===== config.mk =====
export PLATFORM = sky130hd
export DESIGN_NAME = mmio_dma_flat
export DESIGN_NICKNAME = d
export VERILOG_FILES = /design/src/rtl/mmio_pkg.sv /design/src/rtl/mmio_dma_if.sv /design/src/rtl/mmio_dma.sv /design/src/flat_wrapper.sv
export SDC_FILE = /design/constraint.sdc
export NUM_CORES = 1
export LEC_CHECK = 0
export ABC_AREA = 1
export BUFFER_PORTS_ARGS = -buffer_cell sky130_fd_sc_hd__buf_2
export CORE_UTILIZATION = 45
export CTS_BUF_LIST = sky130_fd_sc_hd__clkbuf_4 sky130_fd_sc_hd__clkbuf_8 sky130_fd_sc_hd__clkbuf_16
export DETAILED_ROUTE_END_ITERATION = 10
export PLACE_DENSITY_LB_ADDON = 0.08
export SLEW_MARGIN = 20
export SYNTH_ARGS = -nofsm -noshare
export SYNTH_HDL_FRONTEND = slang
export SYNTH_SLANG_ARGS = --single-unit

===== constraint.sdc =====
create_clock -name system_clk -period 2.7 [get_ports system_clk]
set_clock_uncertainty 0.15 [all_clocks]
set_input_delay 0 -clock system_clk [delete_from_list [all_inputs] [get_ports system_clk]]
set_output_delay 0 -clock system_clk [all_outputs]
set_load 0.02 [all_outputs]

===== src/rtl/mmio_pkg.sv =====
// Shared definitions for the MMIO peripheral bus and the byte-copy DMA engine.
package mmio_pkg;

    localparam int MMIO_AW = 12;

    // Upper address nibble selects the peripheral on the MMIO bus
    localparam logic [3:0] SEL_BASIC_IO = 4'h0;
    localparam logic [3:0] SEL_UART     = 4'h1;
    localparam logic [3:0] SEL_TIMER    = 4'h2;
    localparam logic [3:0] SEL_VGA      = 4'h3;
    localparam logic [3:0] SEL_PS2      = 4'h4;
    localparam logic [3:0] SEL_SD       = 4'h5;

    typedef enum logic [2:0] {
        ST_IDLE,
        ST_ARB,
        ST_RD,
        ST_RWAIT,
        ST_WR,
        ST_FIN
    } dma_state_e;

endpackage


===== src/rtl/mmio_dma_if.sv =====
// MMIO bus as seen by a bus initiator (master) and the bus mux/peripherals (slave).
interface mmio_dma_if #(
    parameter int AW = mmio_pkg::MMIO_AW
);
    logic          bus_req;
    logic          bus_gnt;
    logic          re;
    logic          we;
    logic [AW-1:0] addr;
    logic [7:0]    data_write;
    logic [7:0]    data_read;

    modport master (
        output bus_req, re, we, addr, data_write,
        input  bus_gnt, data_read
    );

    modport slave (
        input  bus_req, re, we, addr, data_write,
        output bus_gnt, data_read
    );
endinterface


===== src/rtl/mmio_dma.sv =====
// Byte-copy DMA engine: a second MMIO initiator that reads one byte and writes it
// back out per bus grant, with optional per-side address increment.
module mmio_dma
    import mmio_pkg::*;
#(
    parameter int AW = MMIO_AW,
    parameter int LW = 12
) (
    input  logic          system_clk,
    input  logic          reset_n,
    input  logic          start,
    input  logic [AW-1:0] src,
    input  logic [AW-1:0] dst,
    input  logic [LW-1:0] len,
    input  logic          src_inc,
    input  logic          dst_inc,
    input  logic          abort,
    output logic          busy,
    output logic          done,
    output logic          aborted,
    mmio_dma_if.master    bus
);

    dma_state_e    state_q, state_d;
    logic [AW-1:0] src_ptr_q, src_ptr_d;
    logic [AW-1:0] dst_ptr_q, dst_ptr_d;
    logic [LW-1:0] count_q, count_d;
    logic          src_inc_q, src_inc_d;
    logic          dst_inc_q, dst_inc_d;
    logic [7:0]    data_q, data_d;
    logic          aborted_q, aborted_d;
    logic          fin_hold_q, fin_hold_d;
    logic          re_q, re_d;
    logic          we_q, we_d;
    logic [AW-1:0] addr_q, addr_d;

    always_ff @(posedge system_clk or negedge reset_n) begin
        if (!reset_n) begin
            state_q <= ST_IDLE;
        end else begin
            state_q <= state_d;
        end
    end

    always_comb begin
        state_d = state_q;
        case (state_q)
            ST_IDLE: begin
                if (start) begin
                    state_d = (len == '0) ? ST_FIN : ST_ARB;
                end
            end
            ST_ARB: begin
                if (abort) begin
                    state_d = ST_FIN;
                end else if (bus.bus_gnt) begin
                    state_d = ST_RD;
                end
            end
            ST_RD:    state_d = ST_RWAIT;
            ST_RWAIT: state_d = ST_WR;
            ST_WR:    state_d = (count_q == LW'(1)) ? ST_FIN : ST_ARB;
            ST_FIN: begin
                if (!fin_hold_q) begin
                    state_d = ST_IDLE;
                end
            end
            default:  state_d = ST_IDLE;
        endcase
    end

    // A zero-length request spends one silent cycle in FIN so its done pulse
    // lands two cycles after start, like the first byte of a real transfer would.
    always_comb begin
        busy            = (state_q != ST_IDLE);
        done            = (state_q == ST_FIN) && !fin_hold_q;
        aborted         = aborted_q;
        bus.bus_req     = (state_q == ST_ARB) || (state_q == ST_RD) ||
                          (state_q == ST_RWAIT) || (state_q == ST_WR);
        bus.re          = re_q;
        bus.we          = we_q;
        bus.addr        = addr_q;
        bus.data_write  = data_q;
    end

    always_comb begin
        src_ptr_d  = src_ptr_q;
        dst_ptr_d  = dst_ptr_q;
        count_d    = count_q;
        src_inc_d  = src_inc_q;
        dst_inc_d  = dst_inc_q;
        data_d     = data_q;
        aborted_d  = aborted_q;
        fin_hold_d = fin_hold_q;
        case (state_q)
            ST_IDLE: begin
                if (start) begin
                    src_ptr_d  = src;
                    dst_ptr_d  = dst;
                    count_d    = len;
                    src_inc_d  = src_inc;
                    dst_inc_d  = dst_inc;
                    aborted_d  = 1'b0;
                    fin_hold_d = (len == '0);
                end
            end
            ST_ARB: begin
                if (abort) begin
                    aborted_d = 1'b1;
                end
            end
            ST_RWAIT: data_d = bus.data_read;
            ST_WR: begin
                count_d   = count_q - LW'(1);
                src_ptr_d = src_ptr_q + AW'(src_inc_q);
                dst_ptr_d = dst_ptr_q + AW'(dst_inc_q);
            end
            ST_FIN:   fin_hold_d = 1'b0;
            default: ;
        endcase
    end

    // Strobes and address are registered off the next state so they line up
    // exactly with the RD and WR cycles; the address simply holds otherwise.
    always_comb begin
        re_d   = (state_d == ST_RD);
        we_d   = (state_d == ST_WR);
        addr_d = addr_q;
        if (state_d == ST_RD) begin
            addr_d = src_ptr_q;
        end else if (state_d == ST_WR) begin
            addr_d = dst_ptr_q;
        end
    end

    always_ff @(posedge system_clk or negedge reset_n) begin
        if (!reset_n) begin
            src_ptr_q  <= '0;
            dst_ptr_q  <= '0;
            count_q    <= '0;
            src_inc_q  <= 1'b0;
            dst_inc_q  <= 1'b0;
            data_q     <= '0;
            aborted_q  <= 1'b0;
            fin_hold_q <= 1'b0;
            re_q       <= 1'b0;
            we_q       <= 1'b0;
            addr_q     <= '0;
        end else begin
            src_ptr_q  <= src_ptr_d;
            dst_ptr_q  <= dst_ptr_d;
            count_q    <= count_d;
            src_inc_q  <= src_inc_d;
            dst_inc_q  <= dst_inc_d;
            data_q     <= data_d;
            aborted_q  <= aborted_d;
            fin_hold_q <= fin_hold_d;
            re_q       <= re_d;
            we_q       <= we_d;
            addr_q     <= addr_d;
        end
    end

endmodule


===== src/flat_wrapper.sv =====
// flat-port wrapper written by rule: the top's interface ports become plain ports
module mmio_dma_flat import mmio_pkg::*;
#(
    parameter int AW = MMIO_AW,
    parameter int LW = 12
)
  (system_clk, reset_n, start, src, dst, len, src_inc, dst_inc, abort, busy, done, aborted, bus_bus_req, bus_re, bus_we, bus_addr, bus_data_write, bus_bus_gnt, bus_data_read);
  mmio_dma_if #(.AW(AW)) bus_i ();
  input  logic system_clk;
  input  logic reset_n;
  input  logic start;
  input  logic [AW-1:0] src;
  input  logic [AW-1:0] dst;
  input  logic [LW-1:0] len;
  input  logic src_inc;
  input  logic dst_inc;
  input  logic abort;
  output logic busy;
  output logic done;
  output logic aborted;
  output wire logic [$bits(bus_i.bus_req)-1:0] bus_bus_req;
  output wire logic [$bits(bus_i.re)-1:0] bus_re;
  output wire logic [$bits(bus_i.we)-1:0] bus_we;
  output wire logic [$bits(bus_i.addr)-1:0] bus_addr;
  output wire logic [$bits(bus_i.data_write)-1:0] bus_data_write;
  input wire logic [$bits(bus_i.bus_gnt)-1:0] bus_bus_gnt;
  input wire logic [$bits(bus_i.data_read)-1:0] bus_data_read;
  assign bus_bus_req = bus_i.bus_req;
  assign bus_re = bus_i.re;
  assign bus_we = bus_i.we;
  assign bus_addr = bus_i.addr;
  assign bus_data_write = bus_i.data_write;
  assign bus_i.bus_gnt = bus_bus_gnt;
  assign bus_i.data_read = bus_data_read;
  mmio_dma #(.AW(AW), .LW(LW)) u_core (.system_clk(system_clk), .reset_n(reset_n), .start(start), .src(src), .dst(dst), .len(len), .src_inc(src_inc), .dst_inc(dst_inc), .abort(abort), .busy(busy), .done(done), .aborted(aborted), .bus(bus_i));
endmodule

# Yosys cells after proc, flatten, opt, wreduce, memory -nomap -nowiden
# Index checks and enable logic that the tools add are counted.
# op_classes
muxes,20
reduce_logical,16
n_addsub,3
n_eq_ne,10
# op_table
operator,n
$pmux 12 s2,3
$mux 12,5
$add 12x1->12,2
$mux 3,6
$pmux 3 s6,1
$eq 12x1->1 const B,1
$logic_not 12->1,1
$sub 12x1->12 const B,1
$eq 3x2->1 const B,3
$eq 3x3->1 const B,3
$reduce_bool 2->1,4
$reduce_and 2->1,3
$ne 2x2->1 const B,2
$pmux 1 s2,2
$eq 3x1->1 const B,1
$logic_not 3->1,1
$logic_or 1x1->1,3
$mux 1,3
$reduce_and 3->1,1
$reduce_bool 3->1,1
$logic_and 1x1->1,1
$logic_not 1->1,1
# totals
word_cells,61
input_bits,51
ff_bits,65

# Logic depth before layout (Yosys ltp)
# depth
ltp_word,7
depth_mapped,10

# Worst setup path before layout
# Ideal clock, no wire load.
# synth_path
path_kind,register -> register
from,register u_core.src_ptr_q[0]
to,register u_core.src_ptr_q[10]
setup_slack_ns,1.071
arrival_time_ns,1.361
required_time_ns,2.433
stages_incl_launch_ff,10
period_less_slack_ns,1.629
setup_ns,0.117
path_cell_list,dfrtp_1 -> ha_1 -> ha_1 -> nand2_1 -> nor2_1 -> nand2_1 -> nor2_1 -> nand3_1 -> nand3_1 -> nand2_1
# synth_via
elab_chain_len,2
# synth_rtl
element,line,text
from (decl),mmio_dma.sv:25,"logic [AW-1:0] src_ptr_q, src_ptr_d;"
from (signal assigned),mmio_dma.sv:150,src_ptr_q <= src_ptr_d;
$add 12x1->12,mmio_dma.sv:115,src_ptr_d = src_ptr_q + AW'(src_inc_q);
$pmux 12 s2,mmio_dma.sv:95,case (state_q)
# No other way between the ends.
# A chain may end at the register's enable or synchronous reset.

# Worst setup path in the final report
# layout_path
from,register u_core.state_q[2]
to,output port bus_bus_req
# layout_via
elab_chain_len,4
elab_cells_between_ends,7
# layout_rtl
element,line,text
from (decl),mmio_dma.sv:24,"dma_state_e state_q, state_d;"
from (signal assigned),mmio_dma.sv:41,state_q <= state_d;
$eq 3x1->1 / $eq 3x2->1 (equally long branches),mmio_dma.sv:78,bus.bus_req = (state_q == ST_ARB) || (state_q == ST_RD) ||
$logic_or 1x1->1 (2 in series),mmio_dma.sv:78,
$logic_or 1x1->1 *,mmio_dma.sv:79,(state_q == ST_RWAIT) || (state_q == ST_WR);
to (decl),flat_wrapper.sv:21,output wire logic [$bits(bus_i.bus_req)-1:0] bus_bus_req;
# Mark *: on every way between the ends. The rest lies on a longest branch, timed or not.

==> run_results.csv <==
group,metric,value,unit
outcome,status,"completed",
floorplan,die_h,93.7,um
pwr,vdd.ir_drop.worst,0.000563,V
timing,setup_viol,0,
setup_path,end_kind,"output port",
cts,clock_latency,0.34,ns
routing,wl_per_cell,13.4,um
pwr,intPower,2.93,mW
timing,fmax,494,MHz
min_path,min_delay_path_depth,6,
synth,ys_ff_latch,65,
global_route,grt_pass1_wl,16.8,mm
synth,synth-seq-area-share,0.429,
routing,num_vias,3757,
setup_path,critPathLaunchType,"flip-flop",
global_route,grt_usage,0.247,
cells_and_area,layout-drive-gt1-share,0.187,
setup_path,crit_chain,"nor3_4 > buf_4 > inv_2 > nand4_1 > buf_2",
setup_path,worst-path-max-fanout,11,
synth,synth_top_area_frac,0.429,
timing,fin_hold_ws,0.0313,ns
synth,postSynthCellCount,516,
setup_path,crit_buf_inv,3,
synth,netlist_area,0.00379,mm2
cts,clock_path_buffers,2,
synth,synth_cell_types,35,
min_path,hold_start,"start",
timing,fin_tns_setup,0,ns
floorplan,design.die.area,0.00879,mm2
cts,clk_pin_slew,0.08,ns
timing,slew_headroom,0.378,
cts,post_cts_buffers,0,
pwr,seqPwrFrac,0.352,
synth,yosys.area.top_type,"dfrtp_1",
global_route,grt_start_max_net_pins,41,
timing,finalHoldViolations,0,
pwr,pwr-share-clk,0.193,
min_path,hold_path_end,"u_core.count_q[10]$_DFFE_PN0P_",
synth,yosys-top-cells-area,"dfrtp_1, nand2_1, nand3_1",
timing,worstMarginPinSlew,0.932,ns
timing,finalWorstPathRequiredPeriod,2.02,ns
setup_path,cp.required,2.55,ns
routing,via_per_inst,4.99,
cells_and_area,stdcell_area,0.00495,mm2
routing,drt-pass1-iter-count,4,
setup_path,r2r-end,"u_core.src_ptr_q[7]$_DFFE_PN0P_",
pwr,netSwitchingFraction,0.444,
global_route,grt_pass1_vias,3603,
setup_path,crit_arrival,1.87,ns
setup_path,rrSetupSlack,0.75,ns
cts,cts_repair_resize_count,0,
floorplan,num_io_pins,77,
cts,cts_buffers,9,
routing,drt_iter0_drc,174,
synth,syn_nets,573,
setup_path,r2r_cells,8,
synth,synth.avg_cell_area,7.34,um2
synth,ys_warn_count,0,
cells_and_area,n_fill_cell,806,
floorplan,fp.coreArea,0.00818,mm2
run,max-cap-violations,0,
global_route,antenna_found_initial,0,
min_path,hp-class,"input pin to flip-flop",
place,placed_cell_area,0.00421,mm2
cts,clkSinkCount,65,
floorplan,start_util,0.463,
routing,antenna_left,0,
cells_and_area,area_growth,30.8,%
cts,tritoncts,"built",
global_route,grt.overflow.total,0,
timing,rsz0062_at_grt,"false",
routing,drt_wl_total,10.1,mm
setup_path,critPathTopFamily,"buffers and inverters",
place,gp_routability_congestion,0.858,
routing,route.detailed.drc,0,
setup_path,r2r-start,"u_core.state_q[0]$_DFF_PN0_",
setup_path,path_class,"flip-flop to output port",
setup_path,max_stage_delay,0.48,ns
place,place_hpwl,6.88,mm
floorplan,die_w,93.7,um
pwr,pwr-share-comb,0.455,
cells_and_area,final_nets,700,
cts,cts-hold-fix-buffers,50,
floorplan,rows,33,
timing,fin_crit_sh,0.750,
timing,slew_viol_final,0,
pwr,power.density,1060,mW/mm2
place,portBuffers,76,
cells_and_area,n_antenna_cell,0,
cts,root_buffer,"clkbuf_8",
pwr,switching_power,2.33,mW
setup_path,slowest_stage,"dfrtp_1",
cts,cts.htree.levels,3,
pwr,p_leak,2.46,nW
-- routing by layer --
metal  vias up  part of all wire  GRT usage
met2        78              0.50      0.418
met4         0            0.0094     0.0769
met5         -                 0          0
met1      1750              0.46      0.318
met3        10             0.037     0.0453
li1       1919                 -          -
-- cells by family (layout without fill, tap and decap cells) --
group / Yosys count / after routing / synth area share
simple gates: 306 / 306 / 0.352
buf+inv: 78 / 210 / 0.100
flops: 65 / 65 / 0.429
compound gates: 60 / 60 / 0.0958
fa+ha+maj: 6 / 6 / 0.0198
xor+xnor: 1 / 1 / 0.00231
-- Yosys cell counts --
master / count
a211oi_1: 1
a21boi_0: 1
a21oi_1: 8
a22oi_1: 2
a31oi_1: 2
buf_2: 4
buf_4: 7
buf_6: 7
clkbuf_1: 1
dfrtp_1: 65
ha_1: 6
inv_1: 53
inv_2: 5
inv_4: 1
nand2_1: 147
nand2_2: 3
nand2_4: 1
nand3_1: 50
nand3b_1: 4
nand4_1: 10
nor2_1: 65
nor2_2: 2
nor2_4: 2
nor3_1: 19
nor3_2: 2
nor3_4: 1
o211a_1: 1
o211ai_1: 5
o21ai_0: 22
o21ai_1: 9
o21bai_1: 1
o22ai_1: 4
o31ai_1: 1
o31ai_2: 3
xnor2_1: 1
-- power groups by stage --
| stage | Clock [mW] | Sequential (mW) | Combinational, mW |
|---|---|---|---|
| floorplan | 0 | 1.98 | 1.60 |
| global placement | 0 | 1.85 | 2.30 |
| detailed placement | 0 | 1.87 | 2.35 |
| CTS | 1.04 | 1.85 | 2.41 |
| global route | 1.09 | 1.93 | 2.72 |
| finish | 1.02 | 1.85 | 2.39 |
-- sequential cells by signal, indices dropped and copies added, names as in the netlist, 3 cells and up --
| name | flops |
|---|---|
| u_core.bus.addr | 12 |
| u_core.bus.data_write | 8 |
| u_core.count_q | 12 |
| u_core.dst_ptr_q | 12 |
| u_core.src_ptr_q | 12 |
| u_core.state_q | 3 |
-- stage by stage --
step,std cells,util,total power [mW],setup slack [ns]
detailed placement,687,0.515,4.22,0.772
finish,753,0.606,5.26,0.676
CTS,753,0.606,5.30,0.665
global placement,687,0.515,4.15,0.854
global route,753,0.606,5.74,0.559
floorplan,516,-,3.58,1.07
-- cells in the final DEF (no fill, tap or decap), types with 2 or more instances in the layout --
| cell type | count |
|---|---|
| ha_1 | 6 |
| nand3_1 | 50 |
| nor2_4 | 2 |
| nand2_1 | 147 |
| nor2_1 | 65 |
| nand2_2 | 3 |
| o211ai_1 | 5 |
| nand3b_1 | 4 |
| dlygate4sd3_1 | 50 |
| nor3_1 | 19 |
| nand4_1 | 10 |
| o21ai_0 | 22 |
| o31ai_2 | 3 |
| o22ai_1 | 4 |
| buf_2 | 76 |
| a22oi_1 | 2 |
| a21oi_1 | 8 |
| a31oi_1 | 2 |
| buf_4 | 9 |
| dfrtp_1 | 65 |
| o21ai_1 | 9 |
| inv_1 | 53 |
| nor2_2 | 2 |
| clkinvlp_4 | 2 |
| inv_2 | 5 |
| bufinv_16 | 3 |
| nor3_2 | 2 |
| clkbuf_8 | 9 |
-- worst max path at each step --
stage                                    start                                to  slack (ns)  depth (start not counted)
2_1_floorplan  u_core.src_ptr_q[0]$_DFFE_PN0P_  u_core.src_ptr_q[10]$_DFFE_PN0P_        1.07                          9
3_3_place_gp       u_core.state_q[0]$_DFF_PN0_   u_core.src_ptr_q[7]$_DFFE_PN0P_        0.85                          8
3_5_place_dp       u_core.state_q[0]$_DFF_PN0_   u_core.src_ptr_q[7]$_DFFE_PN0P_        0.77                          8
4_1_cts            u_core.state_q[2]$_DFF_PN0_                       bus_bus_req        0.66                          5
5_1_grt            u_core.state_q[2]$_DFF_PN0_                       bus_bus_req        0.56                          5
6_report           u_core.state_q[2]$_DFF_PN0_                       bus_bus_req        0.68                          5
-- cell type report --
cell class	count	area (um2)	share of cell area
tap	105	131	0.0265
inverter	59	224	0.0452
clock inverter	7	119	0.0240
clock buffer	9	124	0.0250
multi-input combinational	373	1780	0.360
sequential	65	1630	0.328
timing repair buffer	135	948	0.191
-- worst register-to-register path: stages, from the launching register on --
cell and delay (ns):
dfrtp_1 0.43, nor2_2 0.19, nand2_2 0.08, inv_2 0.33, buf_4 0.33, nand2_2 0.11, nor2_2 0.11, nand2_1 0.06
o211ai_1 0.07
No activity file was read; power rests on OpenSTA's default activity.
